File: src/rtl/nn_pkg.sv
// Shared sizes and loader state encoding for the neural_network frame feeder.
// Defining NN_LOADER_CHECKSUM_EN adds a trailing checksum byte to each frame.
package nn_pkg;

    localparam int DATA_W     = 8;
    localparam int N_INPUTS   = 4;
    localparam int N_NEURONS  = 4;
    localparam int SETTLE_CYC = 2;
    localparam int FRAME_LEN  = N_INPUTS + N_NEURONS * (N_INPUTS + 2);

`ifdef NN_LOADER_CHECKSUM_EN
    localparam int RX_LEN = FRAME_LEN + 1;
`else
    localparam int RX_LEN = FRAME_LEN;
`endif

    localparam int IDX_W  = $clog2(FRAME_LEN + 1);
    localparam int ADDR_W = $clog2(FRAME_LEN);
    localparam int SET_W  = $clog2(SETTLE_CYC + 1);

    typedef enum logic [2:0] {
        IDLE,
        FILL,
        CHECK,
        STREAM,
        COMMIT,
        SETTLE
    } nn_ldr_state_t;

endpackage

File: src/rtl/nn_frame_buffer.sv
// Frame storage: one write port for the accept path, one async read port
// for the replay index. Storage is deliberately left without reset.
module nn_frame_buffer
    import nn_pkg::*;
(
    input  logic              i_clk,
    input  logic              i_we,
    input  logic [ADDR_W-1:0] i_waddr,
    input  logic [DATA_W-1:0] i_wdata,
    input  logic [ADDR_W-1:0] i_raddr,
    output logic [DATA_W-1:0] o_rdata
);

    logic [DATA_W-1:0] r_mem [FRAME_LEN];

    always_ff @(posedge i_clk) begin
        if (i_we) begin
            r_mem[i_waddr] <= i_wdata;
        end
    end

    assign o_rdata = r_mem[i_raddr];

endmodule

File: src/rtl/nn_frame_loader.sv
// Buffers one inference frame from a byte stream, then replays it gap-free
// to neural_network with its changes strobes. NN_LOADER_CHECKSUM_EN: checksum.
module nn_frame_loader
    import nn_pkg::*;
(
    input  logic              i_clk,
    input  logic              i_reset,
    input  logic              i_s_valid,
    input  logic [DATA_W-1:0] i_s_data,
    output logic              o_s_ready,
    output logic [DATA_W-1:0] o_nn_data_in,
    output logic              o_nn_changes,
    output logic              o_busy,
    output logic              o_frame_done,
    output logic              o_err
);

`ifdef NN_LOADER_CHECKSUM_EN
    localparam nn_ldr_state_t FILL_EXIT = CHECK;
`else
    localparam nn_ldr_state_t FILL_EXIT = STREAM;
`endif

    nn_ldr_state_t     r_state;
    nn_ldr_state_t     w_next;
    logic [IDX_W-1:0]  r_idx;
    logic [IDX_W-1:0]  r_rd;
    logic [SET_W-1:0]  r_settle;
    logic [DATA_W-1:0] r_data;
    logic              r_changes;
    logic              r_done;
    logic              r_err;
    logic [DATA_W-1:0] w_rdata;
    logic [DATA_W-1:0] w_nxt_data;
    logic              w_nxt_changes;
    logic              w_nxt_done;
    logic              w_nxt_err;
    logic              w_rx_state;
    logic              w_accept;
    logic              w_last;
    logic              w_we;
`ifdef NN_LOADER_CHECKSUM_EN
    logic [DATA_W-1:0] r_sum;
`endif

    assign w_rx_state   = (r_state == IDLE) || (r_state == FILL);
    assign o_s_ready    = !i_reset && w_rx_state;
    assign o_busy       = !w_rx_state;
    assign w_accept     = i_s_valid && o_s_ready;
    assign w_last       = (r_idx == IDX_W'(RX_LEN - 1));
    // the trailing checksum byte lands past the end and is never stored
    assign w_we         = w_accept && (r_idx < IDX_W'(FRAME_LEN));
    assign o_nn_data_in = r_data;
    assign o_nn_changes = r_changes;
    assign o_frame_done = r_done;
    assign o_err        = r_err;

    nn_frame_buffer u_buf (
        .i_clk   (i_clk),
        .i_we    (w_we),
        .i_waddr (ADDR_W'(r_idx)),
        .i_wdata (i_s_data),
        .i_raddr (ADDR_W'(r_rd)),
        .o_rdata (w_rdata)
    );

    always_ff @(posedge i_clk) begin
        if (i_reset) begin
            r_state <= IDLE;
        end else begin
            r_state <= w_next;
        end
    end

    always_comb begin
        w_next        = r_state;
        w_nxt_data    = r_data;
        w_nxt_changes = 1'b0;
        w_nxt_done    = 1'b0;
        w_nxt_err     = 1'b0;
        unique case (r_state)
            IDLE, FILL: begin
                if (w_accept) begin
                    w_next = w_last ? FILL_EXIT : FILL;
                end
            end
            CHECK: begin
`ifdef NN_LOADER_CHECKSUM_EN
                if (r_sum == '0) begin
                    w_next = STREAM;
                end else begin
                    w_next    = IDLE;
                    w_nxt_err = 1'b1;
                end
`else
                w_next = IDLE;
`endif
            end
            STREAM: begin
                w_nxt_data    = w_rdata;
                w_nxt_changes = (r_rd == IDX_W'(N_INPUTS - 1));
                if (r_rd == IDX_W'(FRAME_LEN - 1)) begin
                    w_next = COMMIT;
                end
            end
            COMMIT: begin
                w_nxt_changes = 1'b1;
                w_next        = SETTLE;
            end
            SETTLE: begin
                // one extra SETTLE cycle keeps s_ready low while frame_done shows
                w_nxt_done = (r_settle == SET_W'(SETTLE_CYC - 1));
                if (r_settle == SET_W'(SETTLE_CYC)) begin
                    w_next = IDLE;
                end
            end
            default: begin
                w_next = IDLE;
            end
        endcase
    end

    always_ff @(posedge i_clk) begin
        if (i_reset) begin
            r_idx     <= '0;
            r_rd      <= '0;
            r_settle  <= '0;
            r_data    <= '0;
            r_changes <= 1'b0;
            r_done    <= 1'b0;
            r_err     <= 1'b0;
`ifdef NN_LOADER_CHECKSUM_EN
            r_sum     <= '0;
`endif
        end else begin
            r_data    <= w_nxt_data;
            r_changes <= w_nxt_changes;
            r_done    <= w_nxt_done;
            r_err     <= w_nxt_err;
            r_rd      <= (r_state == STREAM) ? r_rd + 1'b1 : '0;
            r_settle  <= (r_state == SETTLE) ? r_settle + 1'b1 : '0;
            if (w_next == IDLE) begin
                r_idx <= '0;
            end else if (w_accept && !w_last) begin
                r_idx <= r_idx + 1'b1;
            end
`ifdef NN_LOADER_CHECKSUM_EN
            if (w_next == IDLE) begin
                r_sum <= '0;
            end else if (w_accept) begin
                r_sum <= r_sum + i_s_data;
            end
`endif
        end
    end

endmodule

File: config.mk
export PLATFORM = sky130hd
export DESIGN_NAME = nn_frame_loader
export DESIGN_NICKNAME = d
export VERILOG_FILES = /design/src/rtl/nn_pkg.sv /design/src/rtl/nn_frame_buffer.sv /design/src/rtl/nn_frame_loader.sv
export SDC_FILE = /design/constraint.sdc
export NUM_CORES = 1
export LEC_CHECK = 0
export CORE_ASPECT_RATIO = 0.8
export CORE_MARGIN = 2
export CORE_UTILIZATION = 40
export DETAILED_ROUTE_END_ITERATION = 10
export PLACE_DENSITY = 0.59
export SLEW_MARGIN = 15
export SYNTH_ARGS = -nofsm -noshare
export SYNTH_HDL_FRONTEND = slang
export SYNTH_HIERARCHICAL = 1
export SYNTH_SLANG_ARGS = --single-unit
File: constraint.sdc
create_clock -name i_clk -period 3.5 [get_ports i_clk]
set_clock_uncertainty 0.05 [all_clocks]
set_input_delay 1.05 -clock i_clk [delete_from_list [all_inputs] [get_ports i_clk]]
set_output_delay 1.05 -clock i_clk [all_outputs]
set_load 0.1 [all_outputs]
==> results of run 1 <==
==> cell type report <==
cell class	instances	area share, %
sequential	249	62.1
timing repair buffer	77	5.28
tap	318	3.42
clock inverter	16	1.78
clock buffer	32	5.96
inverter	6	0.193
multi-input combinational	305	21.3
==> cell usage after synthesis (3+ instances only) <==
library cell / n
a22oi_1: 26
clkbuf_1: 11
nand4_1: 5
a21o_1: 4
nor3_1: 4
buf_2: 6
nand3_1: 26
inv_1: 6
buf_8: 3
or3b_2: 4
o22ai_1: 3
nand3b_1: 8
edfxtp_1: 224
a31oi_1: 4
mux4_2: 12
a21oi_1: 20
nor2b_1: 5
mux2i_1: 69
nand2_1: 27
o21ai_1: 3
dfxtp_1: 25
buf_6: 4
mux4_1: 11
o21ai_0: 5
nor2_1: 38
buf_4: 3
ha_1: 4
a221oi_1: 3
or3_1: 4
==> registers in the layout, indices dropped and copies added, names as in the netlist <==
| register | cells |
|---|---|
| o_nn_changes | 1 |
| o_frame_done | 1 |
| r_state | 3 |
| r_rd | 5 |
| r_idx | 5 |
| r_settle | 2 |
| o_nn_data_in | 8 |
| u_buf/r_mem | 224 |
==> how the worst max path moves through the flow <==
stage                                       end  depth (start not counted)      start
floorplan                             o_s_ready                          3    i_reset
global placement    u_buf/r_mem[8][7]$_DFFE_PP_                          6  i_s_valid
detailed placement  u_buf/r_mem[8][2]$_DFFE_PP_                          6  i_s_valid
CTS                                   o_s_ready                          4    i_reset
global route                          o_s_ready                          4    i_reset
finish                                o_s_ready                          4    i_reset
==> stage by stage <==
step / setup slack (ns) / util [%] / setup TNS (ns) / instances / power (W)
2_1_floorplan: 0.138 / - / 0 / 590 / 0.00335
3_3_place_gp: -0.00591 / 44.1 / -0.0461 / 955 / 0.00343
3_5_place_dp: -0.0814 / 44.1 / -2.49 / 955 / 0.00343
4_1_cts: 0.345 / 47.8 / 0 / 1003 / 0.00628
5_1_grt: 0.302 / 47.8 / 0 / 1003 / 0.00643
6_report: 0.340 / 47.8 / 0 / 1003 / 0.00624
==> cells in the final DEF, fill, tap and decap left out, drive strengths merged, types with 10 or more instances in the layout <==
cell / n
buf: 67
clkdlybuf4s50: 10
mux4: 23
a22oi: 26
nand3: 26
clkbuf: 32
edfxtp: 224
nand2: 27
mux2i: 69
dfxtp: 25
nor2: 38
a21oi: 20
==> cell families after synthesis <==
group / after synthesis / synth area share, %
muxes: 92 / 12.6
buffers and inverters: 36 / 2.51
and+or+nand+nor: 133 / 6.80
xor gates and xnor gates: 3 / 0.264
AOI/OAI and AO/OA: 72 / 4.73
adders and majority gates: 4 / 0.503
other: 1 / 0.0377
DFF: 249 / 72.6
==> power by group <==
| part | internal, W | switching (W) |
|---|---|---|
| clock network | 0.00178 | 0.00110 |
| logic | 0.0000342 | 0.0000825 |
| registers | 0.00324 | 0.00000455 |
==> metal layers <==
metal / up-vias / track usage, % / wire length, um
met5: - / 0 / 0
met4: 0 / 3.75 / 420
met3: 31 / 2.61 / 1180
met1: 2833 / 24.6 / 10000
li1: 2482 / - / -
met2: 164 / 27.3 / 10500
==> impl_metrics.json, run 1 <==
{
  "cts_buffer_depth": 3,
  "reg2reg_from": "r_state[2]$_SDFF_PP0_",
  "vias": 5510,
  "start_kind": "input port",
  "slew_headroom_pct": 38.2,
  "synthesis.nets": 605,
  "status": "finished, final reports clean",
  "slew_violations": 0,
  "grtUsageTotal_pct": 17.0,
  "grt_first_pass_wirelength_um": 33700,
  "endpoint_kind": "output port",
  "dieArea_um2": 26200,
  "path_buf_inv": 3,
  "period_minus_slack_ns": 3.16,
  "regToRegEndpoint": "u_buf/r_mem[16][3]$_DFFE_PP_",
  "ys_ff_latch": 249,
  "gp_congestion": 0.837,
  "rsz0062_at_grt": "false",
  "die_w_um": 180,
  "synth.top_cell.area_share_pct": 67.6,
  "cts-resized-gates": 0,
  "worstHoldStart": "r_settle[0]$_SDFF_PP0_",
  "antenna_cells": 0,
  "vias_per_cell": 5.49,
  "yosys_most_used_dff": "edfxtp_1",
  "wl_per_cell_um": 22.1,
  "critPathSlowestCell": "clkdlybuf4s50_1",
  "overflow": 0,
  "cts_hold_buf": 0,
  "synth_cells": 590,
  "ir_drop_v": 0.000319,
  "area_growth_pct": 17.0,
  "cts-root-buf": "clkbuf_16",
  "crit_arrival_ns": 2.06,
  "ff2ff_setup_slack_ns": 1.00,
  "insertion_delay_ns": 0.52,
  "p_per_area_nw_per_um2": 535,
  "rr_worst_depth": 5,
  "first_pass_iters": 5,
  "final_net_count": 680,
  "path_max_fanout": 21,
  "design_area_um2": 11600,
  "grt_pass1_vias": 5612,
  "ant_nets": 0,
  "drv_cap": 0,
  "cts_sinks": 249,
  "setup_viol": 0,
  "power.leakage_nw": 3.65,
  "holdWs_ns": 0.404,
  "drc": 0,
  "final_hold_viol_count": 0,
  "min_path_cells": 1,
  "critical_path_class": "input port to output port",
  "place_area_um2": 10700,
  "synth_edf_count": 224,
  "synth_top_cells_by_area": "edfxtp_1 68%, mux2i_1 6.9%, dfxtp_1 5.0%, mux4_1 2.9%, mux4_2 2.7%",
  "cts_tree": "built",
  "seq_area_um2": 7230,
  "fp.coreArea_um2": 24400,
  "clk_pin_slew_ns": 0.06,
  "critPathTopFamily": "buffers and inverters",
  "cp_data_required_time_ns": 2.40,
  "hpwl_um": 14500,
  "ys_seq_area_share_pct": 72.6,
  "netlist_area_um2": 9950,
  "io_pins": 24,
  "ys_types": 49,
  "fmax_mhz": 316,
  "die_height_um": 145,
  "cts_made_buffers": 26,
  "avgSynthCellArea_um2": 16.9,
  "port_buffers": 22,
  "antenna_found_initial": 1,
  "initial_core_util_pct": 40.8,
  "whs_endpoint": "r_settle[0]$_SDFF_PP0_",
  "synth_area_leader_cell": "edfxtp_1",
  "hp-class": "flip-flop to flip-flop",
  "nFillCells": 2052,
  "post_cts_buffers": 0,
  "cp_cell_sequence": "clkdlybuf4s50_1 > buf_4 > nor2_2 > buf_12",
  "slowest_delay_ns": 0.43,
  "grt_max_degree": 41,
  "routed_wl_um": 22200,
  "worst_pin_slew_ns": 0.925,
  "drtIter0Drc": 583,
  "async_reset_ff_share_pct": 0,
  "layout-drive-gt1-share_pct": 18.4,
  "rows": 51,
  "multi_input_area_um2": 2480,
  "htree_levels": 1,
  "layout_worst_path_cycle_share_pct": 90.3,
  "yosysWarnings": 6
}
(Power assumes the default switching activity.)
==> run 2, diff against run 1 <==
--- a/config.mk
+++ b/config.mk
@@ -8,7 +8,9 @@
 export CORE_ASPECT_RATIO = 0.8
 export CORE_MARGIN = 2
 export CORE_UTILIZATION = 40
+export CTS_CLUSTER_DIAMETER = 200
 export DETAILED_ROUTE_END_ITERATION = 10
+export HOLD_SLACK_MARGIN = 0.06
 export PLACE_DENSITY = 0.59
 export SLEW_MARGIN = 15
 export SYNTH_ARGS = -nofsm -noshare
==> results of run 2 <==
Final layout, timing and power as in run 1 (identical DEF).
==> run 3, diff against run 2 <==
--- a/config.mk
+++ b/config.mk
@@ -5,13 +5,16 @@
 export SDC_FILE = /design/constraint.sdc
 export NUM_CORES = 1
 export LEC_CHECK = 0
+export CELL_PAD_IN_SITES_DETAIL_PLACEMENT = 0
+export CELL_PAD_IN_SITES_GLOBAL_PLACEMENT = 1
 export CORE_ASPECT_RATIO = 0.8
 export CORE_MARGIN = 2
 export CORE_UTILIZATION = 40
 export CTS_CLUSTER_DIAMETER = 200
 export DETAILED_ROUTE_END_ITERATION = 10
 export HOLD_SLACK_MARGIN = 0.06
-export PLACE_DENSITY = 0.59
+export PLACE_DENSITY = 0.66
+export SKIP_LAST_GASP = 1
 export SLEW_MARGIN = 15
 export SYNTH_ARGS = -nofsm -noshare
 export SYNTH_HDL_FRONTEND = slang
==> run 3 against run 2 <==
Compared with the run above:
- die area unchanged
- largest cell class unchanged
- final area decreased by 1.5%
- flip-flop and latch count is the same
- final cell count shrank 0.40%
- largest power group unchanged
==> impl_metrics.json, run 3 (synthesized netlist as in run 1, its figures left out) <==
{
  "critPathSlowestCell": "clkdlybuf4s50_1",
  "largest_reg_flops": 224,
  "cts-root-buf": "clkbuf_16",
  "path_max_fanout": 21,
  "routed_wl_um": 22500,
  "cts_made_buffers": 24,
  "die_w_um": 180,
  "design_area_um2": 11500,
  "grt_first_pass_wirelength_um": 33800,
  "cp_data_required_time_ns": 2.40,
  "initial_core_util_pct": 40.8,
  "status": "finished, final reports clean",
  "clk_pin_slew_ns": 0.06,
  "antenna_found_initial": 0,
  "layout-drive-gt1-share_pct": 18.7,
  "vias_per_cell": 5.43,
  "p_per_area_nw_per_um2": 501,
  "fmax_mhz": 319,
  "grt_pass1_vias": 5561,
  "cts_hold_buf": 0,
  "place_area_um2": 10800,
  "power.leakage_nw": 3.57,
  "overflow": 0,
  "drc": 0,
  "slew_headroom_pct": 53.1,
  "grtUsageTotal_pct": 17.1,
  "worst_pin_slew_ns": 0.704,
  "final_net_count": 679,
  "cts_tree": "built",
  "hpwl_um": 14600,
  "rsz0062_at_grt": "false",
  "crit_arrival_ns": 2.03,
  "grt_max_degree": 40,
  "layout_commonest_cell": "edfxtp_1",
  "cts_sinks": 249,
  "die_height_um": 145,
  "cts_buffer_depth": 3,
  "endpoint_kind": "output port",
  "start_kind": "input port",
  "vias": 5420,
  "drv_cap": 0,
  "path_buf_inv": 3,
  "insertion_delay_ns": 0.52,
  "gp_congestion": 0.823,
  "htree_levels": 1,
  "cp_cell_sequence": "clkdlybuf4s50_1 > buf_4 > nor2_2 > buf_12",
  "io_pins": 24,
  "rows": 51,
  "critical_path_class": "input port to output port",
  "wl_per_cell_um": 22.5,
  "dieArea_um2": 26200,
  "top_register": "u_buf/r_mem",
  "dpl.cell_count": 956,
  "slew_violations": 0,
  "port_buffers": 22,
  "dpl_worst_slack_ns": 0.00272,
  "layout_setup_ws_ns": 0.365,
  "period_minus_slack_ns": 3.13,
  "cts-resized-gates": 0,
  "setup_viol": 0,
  "first_pass_iters": 5,
  "layout_worst_path_cycle_share_pct": 89.6,
  "hp-class": "flip-flop to flip-flop",
  "fin_cells": 999,
  "fin_setup_tns_ns": 0,
  "post_cts_buffers": 0,
  "final_cell_mix": "224 x edfxtp_1, 69 x mux2i_1, 67 x buf_4",
  "critPathTopFamily": "buffers and inverters",
  "holdWs_ns": 0.400,
  "fp.coreArea_um2": 24400,
  "slowest_delay_ns": 0.42,
  "drtIter0Drc": 621,
  "ir_drop_v": 0.000304,
  "final_hold_viol_count": 0,
  "area_growth_pct": 15.3,
  "ant_nets": 0
}
[run 3: cell count changes in the layout (fill, tap and decap cells not counted), sizes merged]
cell      change
diode         +1
clkinv        +3
clkbuf        -6
clkinvlp      +2
bufinv        -5
buf           +1
[run 3: metal layers]
layer  GRT usage, %  vias up  part of all wire [%]
met5              0        -                     0
met4           3.79        0                   2.0
met3           3.99       30                   6.6
met2           26.8      169                    46
met1           24.3     2751                    45
li1               -     2470                     -
[run 3: path summary, 6_finish.rpt]
check,from,end,slack (ns),depth (start not counted)
hold reg to reg,r_settle[0]$_SDFF_PP0_,r_settle[0]$_SDFF_PP0_,0.40,1
setup reg to reg,r_state[2]$_SDFF_PP0_,u_buf/r_mem[0][7]$_DFFE_PP_,1.05,5
setup / recovery,i_reset,o_s_ready,0.37,4
hold / removal,r_settle[0]$_SDFF_PP0_,r_settle[0]$_SDFF_PP0_,0.40,1
[run 3: where the power goes]
part / leakage, nW / total, W / switching (W) / internal (W)
logic: 0.999 / 0.000121 / 0.0000857 / 0.0000351
registers: 2.22 / 0.00325 / 0.00000424 / 0.00324
clock network: 0.354 / 0.00238 / 0.00108 / 0.00130
total: 3.57 / 0.00575 / 0.00117 / 0.00458
[run 3: final cells by class]
class | count | area, um^2
Antenna cell | 1 | 2.50
Clock buffer | 26 | 629
Clock inverter | 16 | 87.6
Fill cell | 2098 | 12900
Inverter | 6 | 22.5
Multi-Input combinational cell | 305 | 2480
Sequential cell | 249 | 7230
Tap cell | 318 | 398
Timing Repair Buffer | 78 | 623
[run 3: stage by stage]
stage,total power [W],utilization (%)
after detailed placement,0.00343,44.1
final,0.00575,47.1
after CTS,0.00580,47.1
after global placement,0.00343,44.1
after global routing,0.00592,47.1
after floorplan,0.00335,-
